===== config.mk =====
export PLATFORM = sky130hd
export DESIGN_NAME = bullet_collision
export DESIGN_NICKNAME = d
export VERILOG_FILES = /design/src/rtl/bullet_collision.sv
export SDC_FILE = /design/constraint.sdc
export NUM_CORES = 1
export LEC_CHECK = 0
export ABC_AREA = 1
export BUFFER_PORTS_ARGS = -buffer_cell sky130_fd_sc_hd__buf_4
export CORE_MARGIN = 2
export CORE_UTILIZATION = 38
export CTS_BUF_LIST = sky130_fd_sc_hd__clkbuf_4
export CTS_CLUSTER_SIZE = 14
export DETAILED_ROUTE_END_ITERATION = 10
export HOLD_SLACK_MARGIN = 0.1
export PLACE_DENSITY = 0.63
export SYNTH_ARGS = -nofsm -noshare
export SYNTH_HDL_FRONTEND = slang
export SYNTH_SLANG_ARGS = --single-unit

===== constraint.sdc =====
create_clock -name clk -period 4.23 [get_ports clk]
set_input_delay 0.846 -clock clk [delete_from_list [all_inputs] [get_ports clk]]
set_output_delay 0.846 -clock clk [all_outputs]
set_load 0.005 [all_outputs]

===== src/rtl/bullet_collision.sv =====
// Bullet/alien and bullet/shield overlap detector.
// Issues one kill per frame and maintains the score.
module bullet_collision #(
  parameter int SCREEN_CORDW = 16,
  parameter int ALIEN_COLW   = 4,
  parameter int ALIEN_ROWW   = 3,
  parameter int SCORE_W      = 16,
  parameter int POINTS       = 10
) (
  input  logic                    clk,
  input  logic                    rst,
  input  logic                    frame,
  input  logic                    game_active,
  input  logic [SCREEN_CORDW-1:0] screen_x,
  input  logic [SCREEN_CORDW-1:0] screen_y,
  input  logic                    bullet_drawing,
  input  logic                    alien_drawing,
  input  logic [ALIEN_COLW-1:0]   alien_col,
  input  logic [ALIEN_ROWW-1:0]   alien_row,
  input  logic                    shield_drawing,
  input  logic                    kill_ready,
  output logic                    kill_valid,
  output logic [ALIEN_COLW-1:0]   kill_col,
  output logic [ALIEN_ROWW-1:0]   kill_row,
  output logic [SCREEN_CORDW-1:0] hit_x,
  output logic [SCREEN_CORDW-1:0] hit_y,
  output logic                    bullet_rst,
  output logic [SCORE_W-1:0]      score
);

  localparam logic [1:0] SCAN   = 2'd0;
  localparam logic [1:0] REPORT = 2'd1;
  localparam logic [1:0] CLEAR  = 2'd2;

  localparam logic [SCORE_W:0] PTS = (SCORE_W+1)'(POINTS);

  logic [1:0]              r_state;
  logic                    r_alien_hit;
  logic                    r_shield_hit;
  logic                    r_kill_valid;
  logic [ALIEN_COLW-1:0]   r_kill_col;
  logic [ALIEN_ROWW-1:0]   r_kill_row;
  logic [SCREEN_CORDW-1:0] r_hit_x;
  logic [SCREEN_CORDW-1:0] r_hit_y;
  logic                    r_bullet_rst;
  logic [SCORE_W-1:0]      r_score;

  logic                    w_arm;
  logic [SCORE_W:0]        w_sum;
  logic [SCORE_W-1:0]      w_score_nxt;

  // only the first overlap in raster order is latched each frame
  assign w_arm = game_active & bullet_drawing &
                 ~r_alien_hit & ~r_shield_hit;

  assign w_sum       = {1'b0, r_score} + PTS;
  assign w_score_nxt = w_sum[SCORE_W] ? '1 : w_sum[SCORE_W-1:0];

  always_ff @(posedge clk or posedge rst) begin
    if (rst) begin
      r_state      <= SCAN;
      r_alien_hit  <= 1'b0;
      r_shield_hit <= 1'b0;
      r_kill_valid <= 1'b0;
      r_kill_col   <= '0;
      r_kill_row   <= '0;
      r_hit_x      <= '0;
      r_hit_y      <= '0;
      r_bullet_rst <= 1'b0;
      r_score      <= '0;
    end else begin
      unique case (r_state)
        SCAN: begin
          if (frame) begin
            r_alien_hit  <= 1'b0;
            r_shield_hit <= 1'b0;
            if (r_alien_hit) begin
              r_state      <= REPORT;
              r_kill_valid <= 1'b1;
            end else if (r_shield_hit) begin
              r_state      <= CLEAR;
              r_bullet_rst <= 1'b1;
            end
          end else if (w_arm && alien_drawing) begin
            r_alien_hit <= 1'b1;
            r_kill_col  <= alien_col;
            r_kill_row  <= alien_row;
            r_hit_x     <= screen_x;
            r_hit_y     <= screen_y;
          end else if (w_arm && shield_drawing) begin
            r_shield_hit <= 1'b1;
            r_hit_x      <= screen_x;
            r_hit_y      <= screen_y;
          end
        end
        REPORT: begin
          if (kill_ready) begin
            r_kill_valid <= 1'b0;
            r_score      <= w_score_nxt;
            r_bullet_rst <= 1'b1;
            r_state      <= CLEAR;
          end
        end
        CLEAR: begin
          if (frame) begin
            r_bullet_rst <= 1'b0;
            r_state      <= SCAN;
          end
        end
        default: r_state <= SCAN;
      endcase
    end
  end

  assign kill_valid = r_kill_valid;
  assign kill_col   = r_kill_col;
  assign kill_row   = r_kill_row;
  assign hit_x      = r_hit_x;
  assign hit_y      = r_hit_y;
  assign bullet_rst = r_bullet_rst;
  assign score      = r_score;

endmodule


Word level (Yosys, flattened, before mapping). Index checks and enable logic that the tools add are counted.

Output and inout bits: 57. Flip-flop bits (word level): 61.

Muxes and demuxes: 26. $add $sub $neg: 1. Reductions and logical operators: 16. Eq/ne operators: 10. Bitwise gates (word level): 6.

Operators by type and width (number): 2-to-1 mux 16 bit (5); adder 16 x 4 -> 17 bit, second input constant (1); inequality test 2 bit, second input constant (7); 2-to-1 mux 1 bit (13); 2-to-1 mux 2 bit (5); AND reduction 3 bit (3); AND reduction 4 bit (2); nonzero test 2 bit (4); one-hot mux 2 bit (3 select lines) (1); AND reduction 6 bit (1); AND reduction 2 bit (2); AND 1 bit (3); inequality test 3 bit, second input constant (1); NOT 1 bit (3); one-hot mux 1 bit (3 select lines) (1); nonzero test 3 bit (1); equality test 2 x 1 -> 1 bit, second input constant (1); equality test 2 bit, second input constant (1); logical AND 1 bit (2); zero test 2 bit (1); one-hot mux 1 bit (2 select lines) (1).

Depth between registers and ports, before layout.
Word-level depth: 7. Gate-level depth with buffers: 9. Depth with buffers taken out: 9.

Least setup slack after synthesis. OpenSTA, ideal clock, no wires.

Path type: input port to flip-flop. Start point: input game_active. End point: register r_hit_x[10] (netlist: hit_x[10]). Setup time: 118 ps. Setup slack: 2526 ps. Cell stages on the path: 7. Data required time: 4112 ps. Arrival time: 1586 ps. Buffers on the path: 2. Path through: nand2_1 nor3_4 nand3_1 buf_4 buf_6 nand3_1 nand2_1.

Longest elaborated chain between the ends: 6. Elaborated cells on any way between the ends: 8. Classes of those cells: 1 x mux; 3 x bitwise; 4 x reduce/logical.

Ends and longest elaborated chain: start, declared (line 13) `input logic game_active,`; AND 1 bit * (2 in a row) (line 53) `assign w_arm = game_active & bullet_drawing &`; AND 1 bit * (line 54) `~r_alien_hit & ~r_shield_hit;`; logical AND 1 bit (on tied branches) (line 84, 90); nonzero test 2 bit (no line); AND reduction 3 bit (no line); end signal, assigned (line 88) `r_hit_x <= screen_x;`; end signal, assigned (line 92) `r_hit_x <= screen_x;`; end, declared (line 43) `logic [SCREEN_CORDW-1:0] r_hit_x;`.

Mark *: on every way between the ends. The rest lies on a longest branch, timed or not. A chain may end at the register's enable or synchronous reset.

Final worst setup path.
Start point: register r_state[0]. End point: register r_kill_col[3] (netlist: kill_col[3]).

Longest elaborated chain between the ends: 2.

Ends and longest elaborated chain: start, declared (line 37) `logic [1:0] r_state;`; start signal, assigned (line 61) `r_state <= SCAN;`; start signal, assigned (line 78) `r_state <= REPORT;`; start signal, assigned (line 81) `r_state <= CLEAR;`; zero test 2 bit (line 72) `unique case (r_state)`; AND reduction 3 bit (no line); end signal, assigned (line 86) `r_kill_col <= alien_col;`; end, declared (line 41) `logic [ALIEN_COLW-1:0] r_kill_col;`.

No other way between the ends.

==> run summary <==
The run finished with clean final reports. The worst setup path is launched from a flop. The share of final-layout standard cells stronger than drive strength 1 came out at 0.3136.

The die covers just over 8000 um^2. Yosys mapped a number of flops with a built-in enable equal to 0. The remaining global-route overflow came out at 0.

The area growth from synthesis to layout is 34.29%. The via count of the routed design came out at 2,603. The final worst clock skew is roughly 10 ps. The share of flip-flops with an asynchronous set or reset after synthesis came out at 1.000. The average instance in the mapped netlist occupies roughly 8.6 um^2. After layout, the worst setup slack is 1471 ps. The clock passes through at most 2 buffers. The horizontal extent of the die came out at between 90 and 100 um. TritonCTS built the clock tree. The floorplan has 31 rows. The endpoint kind of the worst setup timing path is a flop. After floorplanning, the core was sized to cover approximately 7300 um^2. The worst hold path cell count is 2. For this design the ratio of total power to cell area is between 500 and 600 nW/um^2. The count of buffers from port buffering is between 100 and 150.

The shortest clock period the worst path allows after layout is about 2800 ps. Setup repair after global routing left no endpoint under its margin. The net total in the final layout came out at about 490. The minimum setup slack among reg-to-reg paths is roughly 1500 ps. The count of unique library cells instantiated by Yosys is 31. Once the clock tree was built, the resizer swapped 0 gates to a different size.

The initial antenna violation count is 0. The summed instance area of the synthesized netlist came out at 2883 um^2. For this run, design rule violations remaining after detail routing come to 0. The synthesized netlist net count is a little under 400. The total cell area at the placement stage is around 3700 um^2. The worst-case headroom to the max-slew limit came out at 0.3036. The antenna cell count is 0. The placement-stage worst setup slack came out at between 1000 and 1500 ps. The total count of max-transition violations in the final report is 0. The height of the chip is 91.10 um. The portion of the clock cycle consumed by the worst path in the final layout is 0.6523.

The class of the tightest hold or removal check is reg2reg. The number of filler cells placed in the layout is around 710. Of the post-synthesis cell area, the dominant cell type holds 0.5295.

The leakage power came out at between 0.002 and 0.0025 uW. For the pin with the worst max-slew slack, the measured transition is 1045 ps. Counting instances in the post-synthesis netlist gives the leading cell types as 88 x nand2_1, 79 x nand3_1, 61 x dfrtp_1, 27 x inv_1, 15 x o21ai_1. The post-route antenna net violation count is 0. Across every metal layer, demand over resource in global routing totals 0.1850. The clock edge transition at the registers on the reported setup and hold paths is roughly 100 ps. The aggregate negative setup slack came out at 0 ps. The worst setup path is of the reg2reg kind. The via count of the first global-routing pass is between 2k and 2.5k.

Data on the critical path is required at its endpoint by 4530 ps. Summing all non-filler instances in the final layout gives an area of around 3900 um^2. The end point of the most critical hold path is score[0]$_DFFE_PP0P_. The hold violation total from the final report came out at 0. Entering global routing, the biggest net connects 48 pins. The count of mapped cells out of synthesis came out at between 300 and 400. between 100 and 150 I/O pins were placed. The critical path data arrival time came out at between 3000 and 4000 ps. The worst hold path startpoint is score[0]$_DFFE_PP0P_.

The worst ir drop on vdd came out at 0.2494 mV. The endpoint of the most critical register-to-register path is kill_col[3]$_DFFE_PP0P_. The total CTS buffers came out at 9. The biggest fanout along the worst timing path is 47. The power consumption is between 2000 and 2500 uW. Ranked by total cell area, the synthesized netlist is headed by dfrtp_1 53%, nand3_1 14%, nand2_1 11%, inv_1 3.5%, o21ai_1 2.6%. The congestion estimate from routability-driven global placement came to 0.8134. The first-pass iteration count of the detailed router is 4. The total length of routed wires came out at about 7.2 mm. After detailed routing, the number of vias per cell comes to 4.829.

The first global-routing pass estimated between 10 and 15 mm of wire. The detailed router finished its first iteration with 124 violations. Among all flip-flop cells after synthesis, the most frequent one is dfrtp_1. The maximum frequency from static timing analysis came out at 362.4 MHz.

The maximum level of the CTS H-tree is 3. The source-to-sink clock delay at the later pin of the worst-skew pair is a little under 400 ps. The tree is rooted in a clkbuf_4. The CTS sink count is 61. Of all cell types, the one taking the most synthesized area is dfrtp_1.

Post-CTS timing repair inserted 0 buffers for setup. In this run the critical register-to-register path is launched from r_state[0]$_DFFE_PP0P_. The initial cell density of the core came out at 0.3953. The total area of multi-input combinational cells came out at ~1100 um^2. Of the synthesized area, sequential elements account for 0.5295. The post-cts hold buffer count came out at 0. The HPWL after detailed placement is 5.160 mm.

The number of violations of the max-capacitance limit came out at 0. nand2_1 is the most common cell in the netlist. The per-cell routed wire length is 13.44 um. Setup violations remaining at the end of the flow were counted as 0.

Measured in cells, the most critical reg-to-reg path has a length of 6. The area taken by flip-flops and latches is ~1500 um^2. The number of flip-flops and latches in the synthesized netlist is 61. The total number of yosys warnings is 0.
per-layer routing:
| metal | GRT usage | wire (um) | vias up |
|---|---|---|---|
| met2 | 0.2642 | 3099 | 93 |
| li1 | - | - | 1294 |
| met1 | 0.2566 | 3441 | 1205 |
| met5 | 0 | 0 | - |
| met3 | 0.05394 | 557 | 11 |
| met4 | 0.09091 | 146 | 0 |
registers in the layout, indices dropped and copies added (netlist names):
| signal | count |
|---|---|
| kill_row | 3 |
| hit_x | 16 |
| kill_valid | 1 |
| r_state | 2 |
| score | 16 |
| r_alien_hit | 1 |
| kill_col | 4 |
| hit_y | 16 |
| r_shield_hit | 1 |
| bullet_rst | 1 |
layout make-up:
class                           instances  share of cell area
Tap cell                               99             0.03200
Inverter                               32             0.03103
Timing Repair Buffer                  104              0.2017
Clock inverter                          5             0.02553
Multi-Input combinational cell        227              0.2941
Clock buffer                           11             0.02133
Sequential cell                        61              0.3943
kinds of logic after synthesis:
logic type                 Yosys count  share of synthesized area
DFF                                 61                     0.5295
xor gates and xnor gates             3                   0.009116
AOI/OAI and AO/OA                   20                    0.03646
adders and majority gates            4                    0.01736
and+or+nand+nor                    200                     0.3303
buffers and inverters               47                    0.07725
stage by stage:
| stage | cells | util | hold WS (ps) |
|---|---|---|---|
| after floorplan | 335 | - | 456.9 |
| after global placement | 523 | 0.5060 | 452.1 |
| after detailed placement | 523 | 0.5060 | 459.9 |
| after CTS | 539 | 0.5309 | 485.0 |
| after global routing | 539 | 0.5309 | 508.0 |
| final | 539 | 0.5309 | 479.2 |
critical path, stage by stage, from the launching register on:
cell	delay [ps]
dfrtp_1	400
inv_1	100
ha_1	230
inv_2	90
nor2_4	590
nand3_2	840
o21ai_1	390
power breakdown:
part / internal [uW] / switching (uW)
Sequential: 798 / 156
Combinational: 440 / 402
Clock: 310 / 208
Total: 1550 / 766
how the worst max path moves through the flow:
stage | from | endpoint | slack [ps]
2_1_floorplan | rst | bullet_rst$_DFFE_PP0P_ | 1870
3_3_place_gp | frame | hit_y[6]$_DFFE_PP0P_ | 1270
3_5_place_dp | frame | hit_x[9]$_DFFE_PP0P_ | 1300
4_1_cts | r_state[0]$_DFFE_PP0P_ | hit_y[6]$_DFFE_PP0P_ | 1470
5_1_grt | r_state[0]$_DFFE_PP0P_ | hit_x[15]$_DFFE_PP0P_ | 1130
6_report | r_state[0]$_DFFE_PP0P_ | kill_col[3]$_DFFE_PP0P_ | 1470
placed cells by master (no fill, tap or decap):
cell type    n
buf_4      104
nand2_1     88
nand3_1     78
dfrtp_1     61
inv_1       26
o21ai_1     15
nor2_1      12
clkbuf_4    11
inv_2        5
nand3_2      4
nand4_1      4
ha_1         4
a21oi_1      3
bufinv_16    3
nor2_4       2
nand2_2      2
or2_2        2
xnor2_1      2
nand3b_1     2
clkinv_1     2
nor3_4       1
o21a_1       1
nor2_2       1
nand3b_4     1
xor2_1       1
or2_1        1
nor3_2       1
o21bai_1     1
nor3_1       1
clkinv_2     1
Power figures use the tool's default switching activity.
